**config.mk**
```make
export PLATFORM = sky130hd
export DESIGN_NAME = tap_period_avg
export DESIGN_NICKNAME = d
export VERILOG_FILES = /design/src/rtl/tap_pkg.sv /design/src/rtl/tap_hist_ring.sv /design/src/rtl/tap_period_avg.sv
export SDC_FILE = /design/constraint.sdc
export NUM_CORES = 1
export LEC_CHECK = 0
export BUFFER_PORTS_ARGS = -buffer_cell sky130_fd_sc_hd__buf_2
export CELL_PAD_IN_SITES_DETAIL_PLACEMENT = 1
export CELL_PAD_IN_SITES_GLOBAL_PLACEMENT = 2
export CORE_AREA = 2 2 131 133
export CTS_CLUSTER_DIAMETER = 30
export DETAILED_ROUTE_END_ITERATION = 8
export DIE_AREA = 0 0 133 135
export HOLD_SLACK_MARGIN = 0.15
export PLACE_DENSITY_LB_ADDON = 0.1
export SLEW_MARGIN = 10
export SYNTH_ARGS = -nofsm -noshare
export SYNTH_HDL_FRONTEND = slang
export SYNTH_HIERARCHICAL = 1
export SYNTH_SLANG_ARGS = --single-unit
```
**constraint.sdc**
```tcl
create_clock -name clk_i -period 5.7 [get_ports clk_i]
set_input_delay 1.71 -clock clk_i [delete_from_list [all_inputs] [get_ports clk_i]]
set_output_delay 1.71 -clock clk_i [all_outputs]
set_load 0.01 [all_outputs]
```
**src/rtl/tap_pkg.sv**
```systemverilog
// Constants shared across the TapTempo chain (period averager and BPM converter).
package tap_pkg;

    localparam int BPM_PER_MAX  = 62600;
    localparam int PER_WIDTH_DEF = 16;
    localparam int AVG_LOG2_DEF  = 2;

    typedef enum logic {
        ST_IDLE,
        ST_COUNT
    } tap_state_t;

endpackage

```
**src/rtl/tap_hist_ring.sv**
```systemverilog
// History ring of the last 2^LOG2 tap intervals; oldest is the slot about to be overwritten.
module tap_hist_ring #(
    parameter int WIDTH = 16,
    parameter int LOG2  = 2
) (
    input  logic             clk,
    input  logic             rst,
    input  logic             clr,
    input  logic             we,
    input  logic [WIDTH-1:0] wdata,
    output logic [WIDTH-1:0] oldest
);

    localparam int DEPTH = 1 << LOG2;
    localparam int PTR_W = (LOG2 > 0) ? LOG2 : 1;

    logic [WIDTH-1:0] mem [DEPTH];
    logic [PTR_W-1:0] wr_ptr;

    always_ff @(posedge clk or posedge rst) begin
        if (rst) begin
            wr_ptr <= '0;
        end else if (clr) begin
            wr_ptr <= '0;
        end else if (we) begin
            wr_ptr <= (wr_ptr == PTR_W'(DEPTH - 1)) ? '0 : wr_ptr + PTR_W'(1);
        end
    end

    // Entries need no reset: the fill count in the parent tracks which are valid.
    always_ff @(posedge clk) begin
        if (we) begin
            mem[wr_ptr] <= wdata;
        end
    end

    assign oldest = mem[wr_ptr];

endmodule

```
**src/rtl/tap_period_avg.sv**
```systemverilog
// Measures tap-to-tap intervals in tp_i units and outputs the running average of the last
// 2^AVG_LOG2 valid intervals; a saturated interval is a timeout that clears the history.
module tap_period_avg
    import tap_pkg::*;
#(
    parameter int PER_WIDTH = PER_WIDTH_DEF,
    parameter int PER_MAX   = BPM_PER_MAX,
    parameter int PER_MIN   = 1,
    parameter int AVG_LOG2  = AVG_LOG2_DEF
) (
    input  logic                clk_i,
    input  logic                rst_i,
    input  logic                tp_i,
    input  logic                btn_i,
    output logic [PER_WIDTH-1:0] per_o,
    output logic                per_valid_o,
    output logic                timeout_o,
    output logic [AVG_LOG2:0]   fill_o
);

    localparam int DEPTH  = 1 << AVG_LOG2;
    localparam int SUM_W  = PER_WIDTH + AVG_LOG2;
    localparam int FILL_W = AVG_LOG2 + 1;
    localparam logic [PER_WIDTH-1:0] MAX_V  = PER_WIDTH'(PER_MAX);
    localparam logic [PER_WIDTH-1:0] MIN_V  = PER_WIDTH'(PER_MIN);
    localparam logic [FILL_W-1:0]    FULL_V = FILL_W'(DEPTH);

    tap_state_t           state, state_nxt;
    logic [PER_WIDTH-1:0] counter, counter_nxt;
    logic [PER_WIDTH-1:0] sample, sample_nxt;
    logic                 push_nxt, push_pend;
    logic                 tmo_nxt;
    logic                 btn_old;
    logic                 rise;
    logic [SUM_W-1:0]     sum, sum_add, sum_nxt;
    logic [FILL_W-1:0]    fill, fill_nxt;
    logic [PER_WIDTH-1:0] oldest;
    logic [PER_WIDTH-1:0] per_nxt;
    logic                 full;

    assign rise = btn_i & ~btn_old;

    always_ff @(posedge clk_i or posedge rst_i) begin
        if (rst_i) begin
            state     <= ST_IDLE;
            counter   <= '0;
            sample    <= '0;
            push_pend <= 1'b0;
            btn_old   <= 1'b0;
        end else begin
            state     <= state_nxt;
            counter   <= counter_nxt;
            sample    <= sample_nxt;
            push_pend <= push_nxt;
            btn_old   <= btn_i;
        end
    end

    // A rise always wins over a coincident tp_i, including the saturating one.
    always_comb begin
        state_nxt   = state;
        counter_nxt = counter;
        sample_nxt  = sample;
        push_nxt    = 1'b0;
        tmo_nxt     = 1'b0;
        case (state)
            ST_IDLE: begin
                counter_nxt = '0;
                if (rise) begin
                    state_nxt = ST_COUNT;
                end
            end
            ST_COUNT: begin
                if (rise) begin
                    counter_nxt = '0;
                    if (counter >= MIN_V) begin
                        push_nxt   = 1'b1;
                        sample_nxt = counter;
                    end
                end else if (tp_i && (counter < MAX_V)) begin
                    counter_nxt = counter + PER_WIDTH'(1);
                    if (counter == MAX_V - PER_WIDTH'(1)) begin
                        tmo_nxt   = 1'b1;
                        state_nxt = ST_IDLE;
                    end
                end
            end
            default: state_nxt = ST_IDLE;
        endcase
    end

    tap_hist_ring #(
        .WIDTH (PER_WIDTH),
        .LOG2  (AVG_LOG2)
    ) u_ring (
        .clk    (clk_i),
        .rst    (rst_i),
        .clr    (tmo_nxt),
        .we     (push_pend),
        .wdata  (sample),
        .oldest (oldest)
    );

    // Once full, the wrap-around of sum+sample is undone by subtracting oldest.
    always_comb begin
        full     = (fill == FULL_V);
        sum_add  = sum + SUM_W'(sample);
        sum_nxt  = full ? (sum_add - SUM_W'(oldest)) : sum_add;
        fill_nxt = full ? fill : (fill + FILL_W'(1));
        per_nxt  = (fill_nxt == FULL_V) ? sum_nxt[SUM_W-1:AVG_LOG2] : sample;
    end

    always_ff @(posedge clk_i or posedge rst_i) begin
        if (rst_i) begin
            sum         <= '0;
            fill        <= '0;
            per_o       <= '0;
            per_valid_o <= 1'b0;
            timeout_o   <= 1'b0;
        end else begin
            per_valid_o <= 1'b0;
            timeout_o   <= tmo_nxt;
            if (tmo_nxt) begin
                sum  <= '0;
                fill <= '0;
            end else if (push_pend) begin
                sum         <= sum_nxt;
                fill        <= fill_nxt;
                per_o       <= per_nxt;
                per_valid_o <= 1'b1;
            end
        end
    end

    assign fill_o = fill;

endmodule
```
Word level (Yosys, flattened, before mapping)
Memory sizes are Yosys's and may differ from the RTL's.
Index checks and enable logic that the tools add are counted.
Storage, ports and cells
  memories kept: 1
  bits in writable memories: 64
  word-level logic and storage cells: 60
  input bits: 4
  output and inout port bits: 21
  bits in registers: 76
Memories
  u_ring.mem: words 4, width 16, read ports 1, clocked after memory_dff 0, wr ports 1, RTL line tap_hist_ring.sv:17  | logic [WIDTH-1:0] mem [DEPTH];
Operators by class
  add/sub/neg operators: 5
  muxes and demuxes: 28
  eq/ne operators: 5
  reduce and logical (&&, ||, !) cells: 4
  $lt $le $gt $ge: 2
  bitwise operators: 4
Operators with widths (count)
  18-bit two-way mux: 3
  16-bit two-way mux: 3
  16-bit one-hot mux with 2 select lines: 1
  18-bit by 16-bit adder with 18-bit output: 1
  18-bit by 16-bit subtractor with 18-bit output: 1
  16-bit by 1-bit adder with 16-bit output (second input constant): 1
  16-bit == test (second input constant): 1
  16-bit by 1-bit >= comparator with 1-bit output (second input constant): 1
  16-bit < comparator (second input constant): 1
  1-bit two-way mux: 14
  3-bit two-way mux: 3
  3-bit == test (second input constant): 2
  2-bit two-way mux: 3
  3-bit by 1-bit adder with 3-bit output (second input constant): 1
  3-bit by 1-bit != test with 1-bit output (second input constant): 1
  1-bit inverter: 3
  3-bit AND reduction: 1
  2-bit by 1-bit adder with 2-bit output (second input constant): 1
  2-bit == test (second input constant): 1
  1-bit one-hot mux with 2 select lines: 1
  2-bit AND reduction: 1
  2-bit nonzero test: 1
  1-bit bitwise AND: 1
  1-bit logical AND: 1

Longest topological paths before layout
Gate-level depths: netlist of the first run.
  word-level depth: 7
  mapped depth: 17
  mapped depth without buffers: 17

Cells and area by module
The synthesis of the first run kept the hierarchy.
By module, submodules not included
  tap_period_avg: instances 1, area an instance 4968.5 µm², cells each 582
  tap_hist_ring: instances 1, area an instance 2532.4 µm², cells each 102

Worst setup path after synthesis of the first run
No wires, ideal clock.
  path kind: register -> register
  start: reg sample[0]
  end: reg per_o[9]
  path buffers: 0
  library setup time: 0.128 ns
  stages on the path, launching flop included: 15
  setup slack: 1.989 ns
  required time: 5.572 ns
  clock period less this slack: 3.711 ns
  arrival: 3.583 ns
  cell sequence: dfrtp_1 -> ha_1 -> fa_1 -> a211oi_1 -> o21ai_0 -> a31oi_1 -> xnor2_1 -> ha_1 -> a21o_1 -> a31oi_1 -> nor2b_1 -> o21a_1 -> o311ai_0 -> a31oi_1 -> mux2_1
On the way
  word-level cells in the longest chain between the ends: 4
Ends and longest elaborated chain
  start, declared: RTL line tap_period_avg.sv:30  | logic [PER_WIDTH-1:0] sample, sample_nxt;
  start signal, assigned: RTL line tap_period_avg.sv:53  | sample <= sample_nxt;
  18-bit by 16-bit adder with 18-bit output *: RTL line tap_period_avg.sv:107  | sum_add = sum + SUM_W'(sample);
  18-bit by 16-bit subtractor with 18-bit output: RTL line tap_period_avg.sv:108  | sum_nxt = full ? (sum_add - SUM_W'(oldest)) : sum_add;
  18-bit two-way mux *: RTL line tap_period_avg.sv:108
  16-bit two-way mux *: RTL line tap_period_avg.sv:110  | per_nxt = (fill_nxt == FULL_V) ? sum_nxt[SUM_W-1:AVG_LOG2] : sample;
  end signal, assigned: RTL line tap_period_avg.sv:129  | per_o <= per_nxt;
  end, declared: RTL line tap_period_avg.sv:15  | output logic [PER_WIDTH-1:0] per_o,
Every way passes the cells marked *; elsewhere a longest branch is shown, timed or not.
A chain may end at the register's enable or synchronous reset.

Final worst setup path of the first run
  start: reg sample[0]
  end: reg per_o[15]
Same word-level chain as after synthesis.

==> impl_metrics.ini, run 1 <==
[logic_synthesis]
synthesized_area_per_cell_sq_um = 11.0
ys_ff_latch = 140
ys_types = 57
post_synth_and_or_nand_nor_area_fraction = 0.131
synth_edf_count = 64
net_count_after_synthesis = 731
synth.top_cells.by_area = sky130_fd_sc_hd__edfxtp_1 26%, sky130_fd_sc_hd__dfrtp_1 25%, sky130_fd_sc_hd__ha_1 6.8%
synthFlopType = sky130_fd_sc_hd__dfrtp_1
yosys.area_share.adder = 0.0737
synthesis.yosys.warnings = 6
leading_cell_types_by_count_after_synthesis = 79 x sky130_fd_sc_hd__nand2_1, 76 x sky130_fd_sc_hd__dfrtp_1, 64 x sky130_fd_sc_hd__edfxtp_1
synth_sequential_area_ratio = 0.510
syn_area_sq_um = 7500
synth_top_area_share = 0.256
synth_compound_gate_area_share = 0.132
syn-instance-count = 684
synth_largest_area_cell = sky130_fd_sc_hd__edfxtp_1
synth_async_sr_flop_share = 0.543
yosys.area_share.xor_xnor = 0.0444
largest_family_of_logic_cells_by_synthesized_area = compound AO/OA/AOI/OAI gates
yosys.cell_count.top_type = sky130_fd_sc_hd__nand2_1
yosys-mux-area-fraction = 0.0706

[worst_hold_path]
hp-start = per_o[7]
hold_class = reg -> reg
number_of_instances_on_the_worst_hold_path = 2
hold-path-endpoint = per_o[7]

[grt]
maximum_number_of_pins_on_one_net_before_global_route_repair = 47
grt_use_total = 0.229
via_count_of_the_first_global_routing_pass = 5640
residual_overflow_from_global_routing = 0
wire_length_of_the_first_global_routing_pass_microns = 31000
antenna_found_initial = 0

[drt]
number_of_remaining_drc_errors = 0
route.detailed.vias_per_inst = 5.66
vias = 5321
avgRoutedWirePerCell_microns = 20.6
detail_route.first_pass.iterations = 4
drtAntennaViolNets = 0
routed_wirelength_microns = 19300
drt-initial-drc-count = 296
met2_wirelength_microns = 9440
top_signal_layer_used = met4
met3RoutedLength_microns = 513
drt-met1-wl_microns = 9200

[clock_tree]
cts.clk_slew.worst_paths_ns = 0.06
root_buffer = sky130_fd_sc_hd__clkbuf_16
clock_sink_count = 140
cts_made_buffers = 17
cts_max_path_buffers = 2
post_cts_resize_count = 0
hold_buffers = 0
cts.htree.levels = 4
source_to_sink_clock_delay_at_the_later_pin_of_the_worst_skew_pair_ns = 0.42
post_cts_setup_buffer_count = 0
tritoncts = built

[setup_path]
critPathCaptureType = flop
cp_data_arrival_time_ns = 4.95
cpMostUsedCell = sky130_fd_sc_hd__nor2_1
timing_worst_setup_path_type = reg -> reg
crit-reg2reg-launch = sample[0]
internal_reg_to_reg_setup_slack_ns = 1.11
worst-path-buf-inv = 1
cp_max_fo = 7
cp_data_required_time_ns = 6.06
crit_family = compound AO/OA/AOI/OAI gates
maximum_cell_stage_delay_along_the_critical_path_ns = 0.47
worst_path_max_delay_cell = sky130_fd_sc_hd__dfrtp_1
critPathLaunchType = flop
rr_endpoint = per_o[15]
r2r.worst_path.cells = 17
timing.critical_path.cells = ha_1 > fa_1 > a211oi_1 > o21ai_0 > a32oi_1 > o21ai_0 > a31oi_1 > xnor2_1 > ha_1 > inv_1 > nor2_1 > nor2_1 > nor2_1 > nor4_1 > a31oi_1 > o41ai_1 > mux2_2

[finish]
drive_gt1_frac = 0.107
stdcell_count = 940
fin_area_sq_um = 8450
layout.core_utilization = 0.515
finalNetCount = 754
antenna_fix_cells = 0
area.growth.synth_to_final_pct = 12.6

[floorplanning]
ios = 25
core-area_sq_um = 16400
die_width_microns = 133
std_cell_rows = 47
die_h_microns = 135
die_area_sq_um = 18000
floorplan.initialDensity = 0.457

[sta]
fin_skew_ns = 0.00852
rsz0062_at_grt = no
post-route-period-util = 0.805
slew-limit-headroom = 0.310
finalHoldViolCount = 0
fmax_mhz = 218
layout_min_cycle_time_ns = 4.59
timing.final.max_slew_violations = 0
fin_setup_tns_ns = 0
fin_hold_ws_ns = 0.476
worst_slew_pin_slew_ns = 1.04
setup_viol = 0

[pwr]
power_leakage_nw = 3.73
cellPowerDensity_nw_per_um2 = 598
vdd_ir_drop_max_uv = 256

[placed_design]
placed_area_sq_um = 7810
finalWeightedCongestion = 0.861
io_buffer_count = 24
dp_hpwl_microns = 13600
placedCellCount = 908

[outcome]
outcome = completed

[job]
max_cap_viol_count = 0
[layout by cell type (no fill, tap or decap), types with 4 or more instances in the layout]
master / n
sky130_fd_sc_hd__nand2_1: 79
sky130_fd_sc_hd__dfrtp_1: 76
sky130_fd_sc_hd__edfxtp_1: 64
sky130_fd_sc_hd__nor2_1: 58
sky130_fd_sc_hd__o21ai_0: 47
sky130_fd_sc_hd__ha_1: 41
sky130_fd_sc_hd__inv_1: 40
sky130_fd_sc_hd__a21oi_1: 37
sky130_fd_sc_hd__buf_2: 24
sky130_fd_sc_hd__xnor2_1: 21
sky130_fd_sc_hd__xor2_1: 17
sky130_fd_sc_hd__clkbuf_16: 17
sky130_fd_sc_hd__a21o_1: 16
sky130_fd_sc_hd__nand3_1: 14
sky130_fd_sc_hd__a211oi_1: 13
sky130_fd_sc_hd__nor3_1: 10
sky130_fd_sc_hd__a31oi_1: 9
sky130_fd_sc_hd__mux2i_1: 9
sky130_fd_sc_hd__mux4_1: 9
sky130_fd_sc_hd__nand2b_1: 7
sky130_fd_sc_hd__nor2b_1: 7
sky130_fd_sc_hd__mux4_2: 7
sky130_fd_sc_hd__and4_1: 5
sky130_fd_sc_hd__nor4_1: 5
sky130_fd_sc_hd__and2_1: 5
sky130_fd_sc_hd__o21bai_1: 5
sky130_fd_sc_hd__o21a_1: 5
sky130_fd_sc_hd__buf_4: 5
sky130_fd_sc_hd__a211o_1: 4
sky130_fd_sc_hd__or3_1: 4
sky130_fd_sc_hd__nand4_1: 4
sky130_fd_sc_hd__o31ai_1: 4
sky130_fd_sc_hd__bufinv_16: 4
sky130_fd_sc_hd__clkinv_4: 4
[where the power goes]
part | switching [W] | internal [W]
registers | 0.000195 | 0.00125
clock network | 0.000463 | 0.000745
logic | 0.00139 | 0.00100
total | 0.00205 | 0.00300
[worst min-delay path, stage by stage, from the launching register on]
cell                      delay [ns]
sky130_fd_sc_hd__dfrtp_1        0.34
sky130_fd_sc_hd__nand2_1        0.04
sky130_fd_sc_hd__o21ai_0        0.06
[flip-flops by register name, summed over array words and instances, names as in the netlist]
| signal | flops |
|---|---|
| btn_old | 1 |
| counter | 16 |
| fill_o | 3 |
| per_o | 16 |
| per_valid_o | 1 |
| push_pend | 1 |
| sample | 16 |
| state | 1 |
| sum | 18 |
| timeout_o | 1 |
| u_ring/mem | 64 |
| u_ring/wr_ptr | 2 |
[cell families after synthesis]
kind of cell	Yosys count
and+or+nand+nor	210
AOI/OAI and AO/OA	157
DFF	140
buffers and inverters	67
adders and majority gates	43
xor gates and xnor gates	38
muxes	29
[how the worst max path moves through the flow]
| stage | slack [ns] | cells past startpoint | startpoint | end |
|---|---|---|---|---|
| after floorplan | 1.99 | 14 | sample[0] | per_o[9] |
| after global placement | 1.23 | 14 | sample[0] | per_o[9] |
| after detailed placement | 1.16 | 12 | u_ring/wr_ptr[0] | per_o[14] |
| after CTS | 1.12 | 12 | u_ring/wr_ptr[0] | per_o[14] |
| after global routing | 0.74 | 17 | sample[0] | per_o[15] |
| final | 1.11 | 17 | sample[0] | per_o[15] |
[metrics by stage]
stage | worst slack [ns] | power (W)
final | 1.11 | 0.00505
after global routing | 0.738 | 0.00541
after CTS | 1.12 | 0.00509
after detailed placement | 1.16 | 0.00384
after global placement | 1.23 | 0.00377
after floorplan | 1.99 | 0.00323
[final cells by class]
class / count / area [sq um]
tap: 220 / 275
multi-input combinational: 477 / 3390
clock inverter: 14 / 209
fill: 1764 / 7960
sequential: 140 / 3820
clock buffer: 18 / 429
inverter: 42 / 161
timing repair buffer: 29 / 158
[metal layers]
metal | track usage | vias to the layer above
met4 | 0.0842 | 0
met1 | 0.304 | 2694
met5 | 0 | -
met2 | 0.382 | 79
met3 | 0.0368 | 15
li1 | - | 2533
(Power assumes the default switching activity.)
==> run 2: changes to the inputs <==
--- a/config.mk
+++ b/config.mk
@@ -8,10 +8,10 @@
 export BUFFER_PORTS_ARGS = -buffer_cell sky130_fd_sc_hd__buf_2
 export CELL_PAD_IN_SITES_DETAIL_PLACEMENT = 1
 export CELL_PAD_IN_SITES_GLOBAL_PLACEMENT = 2
-export CORE_AREA = 2 2 131 133
+export CORE_AREA = 2 2 137 139
 export CTS_CLUSTER_DIAMETER = 30
 export DETAILED_ROUTE_END_ITERATION = 8
-export DIE_AREA = 0 0 133 135
+export DIE_AREA = 0 0 139 141
 export HOLD_SLACK_MARGIN = 0.15
 export PLACE_DENSITY_LB_ADDON = 0.1
 export SLEW_MARGIN = 10
==> constraint.sdc (replaced) <==
create_clock -name clk_i -period 4.6 [get_ports clk_i]
set_input_delay 1.38 -clock clk_i [delete_from_list [all_inputs] [get_ports clk_i]]
set_output_delay 1.38 -clock clk_i [all_outputs]
set_load 0.01 [all_outputs]
==> impl_metrics.ini, run 2 (synthesis gave the netlist of run 1 again) <==
[outcome]
outcome = completed

[setup_path]
worst_path_max_delay_cell = sky130_fd_sc_hd__fa_1
crit-reg2reg-launch = sample[0]
rr_endpoint = per_o[15]
timing_worst_setup_path_type = reg -> reg
cp_max_fo = 7
r2r.worst_path.cells = 17
worst-path-buf-inv = 0
cp.depth = 17
cp_data_arrival_time_ns = 4.58
critPathCaptureType = flop
cp-endpoint = per_o[15]
crit_family = compound AO/OA/AOI/OAI gates
timing.critical_path.cells = ha_1 > fa_1 > a211oi_2 > o21ai_0 > a32oi_1 > o21ai_0 > xor2_1 > ha_1 > a21o_1 > a21oi_1 > nor2_1 > nor2_1 > nor2_1 > nor4_2 > a31oi_1 > o41ai_1 > mux2_2
internal_reg_to_reg_setup_slack_ns = 0.38
cp_data_required_time_ns = 4.96
cpMostUsedCell = sky130_fd_sc_hd__nor2_1
worstSetupStartpoint = sample[0]
maximum_cell_stage_delay_along_the_critical_path_ns = 0.46
critPathLaunchType = flop

[floorplanning]
std_cell_rows = 50
core-area_sq_um = 18300
die_area_sq_um = 19600
ios = 25
die_h_microns = 141
die_width_microns = 139
floorplan.initialDensity = 0.411

[sta]
timing.final.max_slew_violations = 0
finalHoldViolCount = 0
layout_min_cycle_time_ns = 4.22
fin_skew_ns = 0.00880
post-route-period-util = 0.918
fin_hold_ws_ns = 0.480
fin_setup_tns_ns = 0
slew-limit-headroom = 0.271
fmax_mhz = 237
worst_slew_pin_slew_ns = 1.09
setup_viol = 0
rsz0062_at_grt = no

[finish]
largest_registers = u_ring/mem (64), sum (18)
max_flop_register = u_ring/mem
layout.cells.most_common = sky130_fd_sc_hd__nand2_1
antenna_fix_cells = 0
layout.core_utilization = 0.467
most-common-layout-cells = 79 x sky130_fd_sc_hd__nand2_1, 76 x sky130_fd_sc_hd__dfrtp_1, 64 x sky130_fd_sc_hd__edfxtp_1
largest_register_ff_count = 64
finalNetCount = 766
num-fill-cells = 2044
area.growth.synth_to_final_pct = 13.6
drive_gt1_frac = 0.127

[placed_design]
io_buffer_count = 24
dp_hpwl_microns = 14000
finalWeightedCongestion = 0.844

[drt]
route.detailed.vias_per_inst = 5.53
detail_route.first_pass.iterations = 5
avgRoutedWirePerCell_microns = 20.5
routed_wirelength_microns = 19800
number_of_remaining_drc_errors = 0
drt-initial-drc-count = 316
drtAntennaViolNets = 0
vias = 5346

[pwr]
vdd_ir_drop_max_uv = 290
power.total_w = 0.00620
power_leakage_nw = 3.77
cellPowerDensity_nw_per_um2 = 727

[clock_tree]
root_buffer = sky130_fd_sc_hd__clkbuf_16
cts_max_path_buffers = 2
hold_buffers = 0
cts_made_buffers = 17
cts.htree.levels = 4
cts.clk_slew.worst_paths_ns = 0.06
tritoncts = built
source_to_sink_clock_delay_at_the_later_pin_of_the_worst_skew_pair_ns = 0.42
clock_sink_count = 140

[worst_hold_path]
hp-start = per_o[4]
hold_class = reg -> reg

[grt]
residual_overflow_from_global_routing = 0
antenna_found_initial = 0
wire_length_of_the_first_global_routing_pass_microns = 32100
via_count_of_the_first_global_routing_pass = 5760
grt_use_total = 0.214
maximum_number_of_pins_on_one_net_before_global_route_repair = 45

[job]
max_cap_viol_count = 0
run 2: worst min-delay path by stage:
stage / to / slack, ns / cells after the start
3_5_place_dp: per_o[4] / 0.47 / 2
3_3_place_gp: per_o[4] / 0.46 / 2
6_report: per_o[4] / 0.48 / 2
4_1_cts: per_o[4] / 0.49 / 2
5_1_grt: per_o[4] / 0.51 / 2
2_1_floorplan: sample[15] / 0.48 / 2
run 2: routing by layer:
layer / track usage / up-vias / wire (microns)
li1: - / 2546 / -
met1: 0.293 / 2712 / 9540
met2: 0.358 / 68 / 9560
met3: 0.0333 / 20 / 507
met4: 0.0542 / 0 / 208
met5: 0 / - / 0
run 2: final cells by class:
cell class | count | area, sq um | area share
Clock buffer | 21 | 472 | 0.0553
Clock inverter | 11 | 105 | 0.0123
Inverter | 42 | 161 | 0.0189
Multi-Input combinational cell | 477 | 3420 | 0.401
Sequential cell | 140 | 3820 | 0.449
Tap cell | 234 | 293 | 0.0344
Timing Repair Buffer | 41 | 248 | 0.0291
run 2: report_power, final:
group	switching, W	internal [W]	total [W]	leakage (nW)
combinational	0.00182	0.00130	0.00312	1.92
sequential	0.000175	0.00156	0.00173	1.56
clock	0.000555	0.000796	0.00135	0.288
run 2: metrics by stage:
stage,cells,setup slack (ns),area [sq um]
2_1_floorplan,684,0.889,7500
3_3_place_gp,932,0.375,7900
3_5_place_dp,932,0.224,7900
4_1_cts,964,0.157,8470
5_1_grt,966,0.00439,8520
6_report,966,0.378,8520
run 2: worst min-delay path: cells and delay by family, from the launching register on:
kind	cells	cell delay [ns]
AO/OA/AOI/OAI	1	0.06
flip-flops	1	0.34
AND/OR/NAND/NOR	1	0.04
run 2: what timing repair did:
action,4_1_cts,5_1_grt
setup buffers,0,2
gates resized for setup,0,8
setup endpoints to repair,0,6
==> run 3: changes to the inputs <==
--- a/config.mk
+++ b/config.mk
@@ -8,14 +8,14 @@
 export BUFFER_PORTS_ARGS = -buffer_cell sky130_fd_sc_hd__buf_2
 export CELL_PAD_IN_SITES_DETAIL_PLACEMENT = 1
 export CELL_PAD_IN_SITES_GLOBAL_PLACEMENT = 2
-export CORE_AREA = 2 2 137 139
+export CORE_AREA = 2 2 138 140
+export CTS_BUF_LIST = sky130_fd_sc_hd__clkbuf_16
 export CTS_CLUSTER_DIAMETER = 30
 export DETAILED_ROUTE_END_ITERATION = 8
-export DIE_AREA = 0 0 139 141
+export DIE_AREA = 0 0 140 142
 export HOLD_SLACK_MARGIN = 0.15
 export PLACE_DENSITY_LB_ADDON = 0.1
 export SLEW_MARGIN = 10
 export SYNTH_ARGS = -nofsm -noshare
 export SYNTH_HDL_FRONTEND = slang
-export SYNTH_HIERARCHICAL = 1
 export SYNTH_SLANG_ARGS = --single-unit
==> impl_metrics.ini, run 3 <==
[floorplanning]
die_width_microns = 140
die_h_microns = 142
std_cell_rows = 50
core-area_sq_um = 18500
die_area_sq_um = 19900
ios = 25
floorplan.initialDensity = 0.411

[pwr]
vdd_ir_drop_max_uv = 275
power_leakage_nw = 3.62
power.total_w = 0.00632
cellPowerDensity_nw_per_um2 = 737

[setup_path]
timing_worst_setup_path_type = reg -> reg
cp_data_arrival_time_ns = 4.66
maximum_cell_stage_delay_along_the_critical_path_ns = 0.40
worst-path-buf-inv = 0
timing.critical_path.cells = ha_1 > fa_2 > a211oi_2 > o21bai_1 > a21oi_2 > xnor2_1 > ha_1 > or4_1 > o22a_1 > a31oi_2 > maj3_1 > a21oi_2 > a31o_4 > a311o_1 > a221oi_2 > o31ai_1
crit_family = compound AO/OA/AOI/OAI gates
worst_path_max_delay_cell = sky130_fd_sc_hd__or4_1
critPathCaptureType = flop
cp.depth = 16
r2r.worst_path.cells = 16
cp_max_fo = 4
critPathLaunchType = flop
cp_data_required_time_ns = 4.89

[logic_synthesis]
synthesis.yosys.warnings = 0
yosys-mux-area-fraction = 0.0773
leading_cell_types_by_count_after_synthesis = 77 x sky130_fd_sc_hd__nand2_1, 76 x sky130_fd_sc_hd__dfrtp_1, 68 x sky130_fd_sc_hd__nor2_1
synth_compound_gate_area_share = 0.117
yosys.cell_count.top_type = sky130_fd_sc_hd__nand2_1
synth_async_sr_flop_share = 0.543
yosys.area_share.xor_xnor = 0.0462
largest_family_of_logic_cells_by_synthesized_area = simple AND/OR/NAND/NOR gates
synth.top_cells.by_area = sky130_fd_sc_hd__edfxtp_1 25%, sky130_fd_sc_hd__dfrtp_1 25%, sky130_fd_sc_hd__ha_1 6.4%
synth_largest_area_cell = sky130_fd_sc_hd__edfxtp_1
synthFlopType = sky130_fd_sc_hd__dfrtp_1
syn_area_sq_um = 7580
ys_ff_latch = 140
post_synth_and_or_nand_nor_area_fraction = 0.149
synth_top_area_share = 0.254
synth_edf_count = 64
synth_sequential_area_ratio = 0.505
yosys.area_share.adder = 0.0723
synthesized_area_per_cell_sq_um = 11.1
net_count_after_synthesis = 730
ys_types = 69
syn-instance-count = 685

[finish]
largest_register_ff_count = 64
stdcell_count = 965
fin_area_sq_um = 8570
largest_registers = u_ring.mem (64), sum (18)
area.growth.synth_to_final_pct = 13.1
antenna_fix_cells = 0
multi_input_area_sq_um = 3530
area.sequential_sq_um = 3820
num-fill-cells = 2007
max_flop_register = u_ring.mem
layout.cells.most_common = sky130_fd_sc_hd__nand2_1
most-common-layout-cells = 77 x sky130_fd_sc_hd__nand2_1, 75 x sky130_fd_sc_hd__dfrtp_1, 68 x sky130_fd_sc_hd__nor2_1
finalNetCount = 763
drive_gt1_frac = 0.166

[worst_hold_path]
number_of_instances_on_the_worst_hold_path = 2
hold_class = reg -> reg

[grt]
antenna_found_initial = 0
maximum_number_of_pins_on_one_net_before_global_route_repair = 44
residual_overflow_from_global_routing = 0
grt_use_total = 0.207
via_count_of_the_first_global_routing_pass = 5547
wire_length_of_the_first_global_routing_pass_microns = 31500

[sta]
fin_skew_ns = 0.00936
timing.final.max_slew_violations = 0
fin_setup_tns_ns = 0
layout_min_cycle_time_ns = 4.37
worst_slew_pin_slew_ns = 0.996
finalHoldViolCount = 0
fmax_mhz = 229
post-route-period-util = 0.950
slew-limit-headroom = 0.336
setup_viol = 0
rsz0062_at_grt = no

[placed_design]
io_buffer_count = 24
placed_area_sq_um = 8000
dp_hpwl_microns = 14100
placedCellCount = 932
finalWeightedCongestion = 0.825

[drt]
route.detailed.vias_per_inst = 5.51
avgRoutedWirePerCell_microns = 20.3
drtAntennaViolNets = 0
drt-initial-drc-count = 344
routed_wirelength_microns = 19600
vias = 5317
number_of_remaining_drc_errors = 2
detail_route.first_pass.iterations = 6

[clock_tree]
root_buffer = sky130_fd_sc_hd__clkbuf_16
hold_buffers = 0
source_to_sink_clock_delay_at_the_later_pin_of_the_worst_skew_pair_ns = 0.42
tritoncts = built
clock_sink_count = 140
cts.htree.levels = 4
cts.clk_slew.worst_paths_ns = 0.06
cts_made_buffers = 17
cts_max_path_buffers = 2

[outcome]
violations_in_the_final_reports = DRC
outcome = finished with violations

[job]
max_cap_viol_count = 0
run 3: layout make-up:
cell class                      instances  area share
Clock buffer                           18      0.0526
Clock inverter                         14      0.0111
Inverter                               33      0.0146
Multi-Input combinational cell        484       0.412
Sequential cell                       140       0.446
Tap cell                              234      0.0342
Timing Repair Buffer                   42      0.0298
run 3: cell families (layout without fill, tap and decap cells):
kind of cell               Yosys count  in the layout
AOI/OAI and AO/OA                  131            131
xor gates and xnor gates            40             40
adders and majority gates           43             43
buffers and inverters               61            107
DFF                                140            140
muxes                               38             38
and+or+nand+nor                    232            232
run 3: power by group:
part	leakage, nW	switching [W]	internal (W)
clock network	0.281	0.000547	0.000722
logic	1.78	0.00188	0.00142
registers	1.55	0.000201	0.00155
run 3: through the flow:
step	worst slack, ns	hold slack, ns	utilization
floorplan	0.470	0.484	-
global placement	0.251	0.456	0.433
detailed placement	0.153	0.466	0.433
CTS	0.122	0.480	0.463
global route	0.00420	0.509	0.464
finish	0.232	0.473	0.464
run 3: final timing paths:
check | start | endpoint | slack [ns]
max in group asynchronous | rst_i | sum[8] | 2.74
max reg2reg | sample[0] | per_o[13] | 0.23
min in group asynchronous | rst_i | counter[12] | 1.09
min reg2reg | per_o[9] | per_o[9] | 0.47
min | per_o[9] | per_o[9] | 0.47
max | sample[0] | per_o[13] | 0.23
run 3: per-layer routing:
layer  part of all wire  vias up  wire length (microns)  GRT usage
met1               0.48     2685                   9340      0.284
met2               0.48       70                   9430      0.344
li1                   -     2543                      -          -
met5                  0        -                      0          0
met3              0.028       19                    549     0.0343
met4              0.013        0                    255     0.0569
run 3: repair_timing:
| item | 4_1_cts | 5_1_grt |
|---|---|---|
| setup endpoints to repair | 0 | 5 |
| resized for setup | 0 | 5 |
| setup buffers | 0 | 1 |
run 3: worst min-delay path: cells and delay by family, from the launching register on:
family	cells	cell delay (ns)
and+or+nand+nor	1	0.04
AOI/OAI and AO/OA	1	0.06
DFF	1	0.34
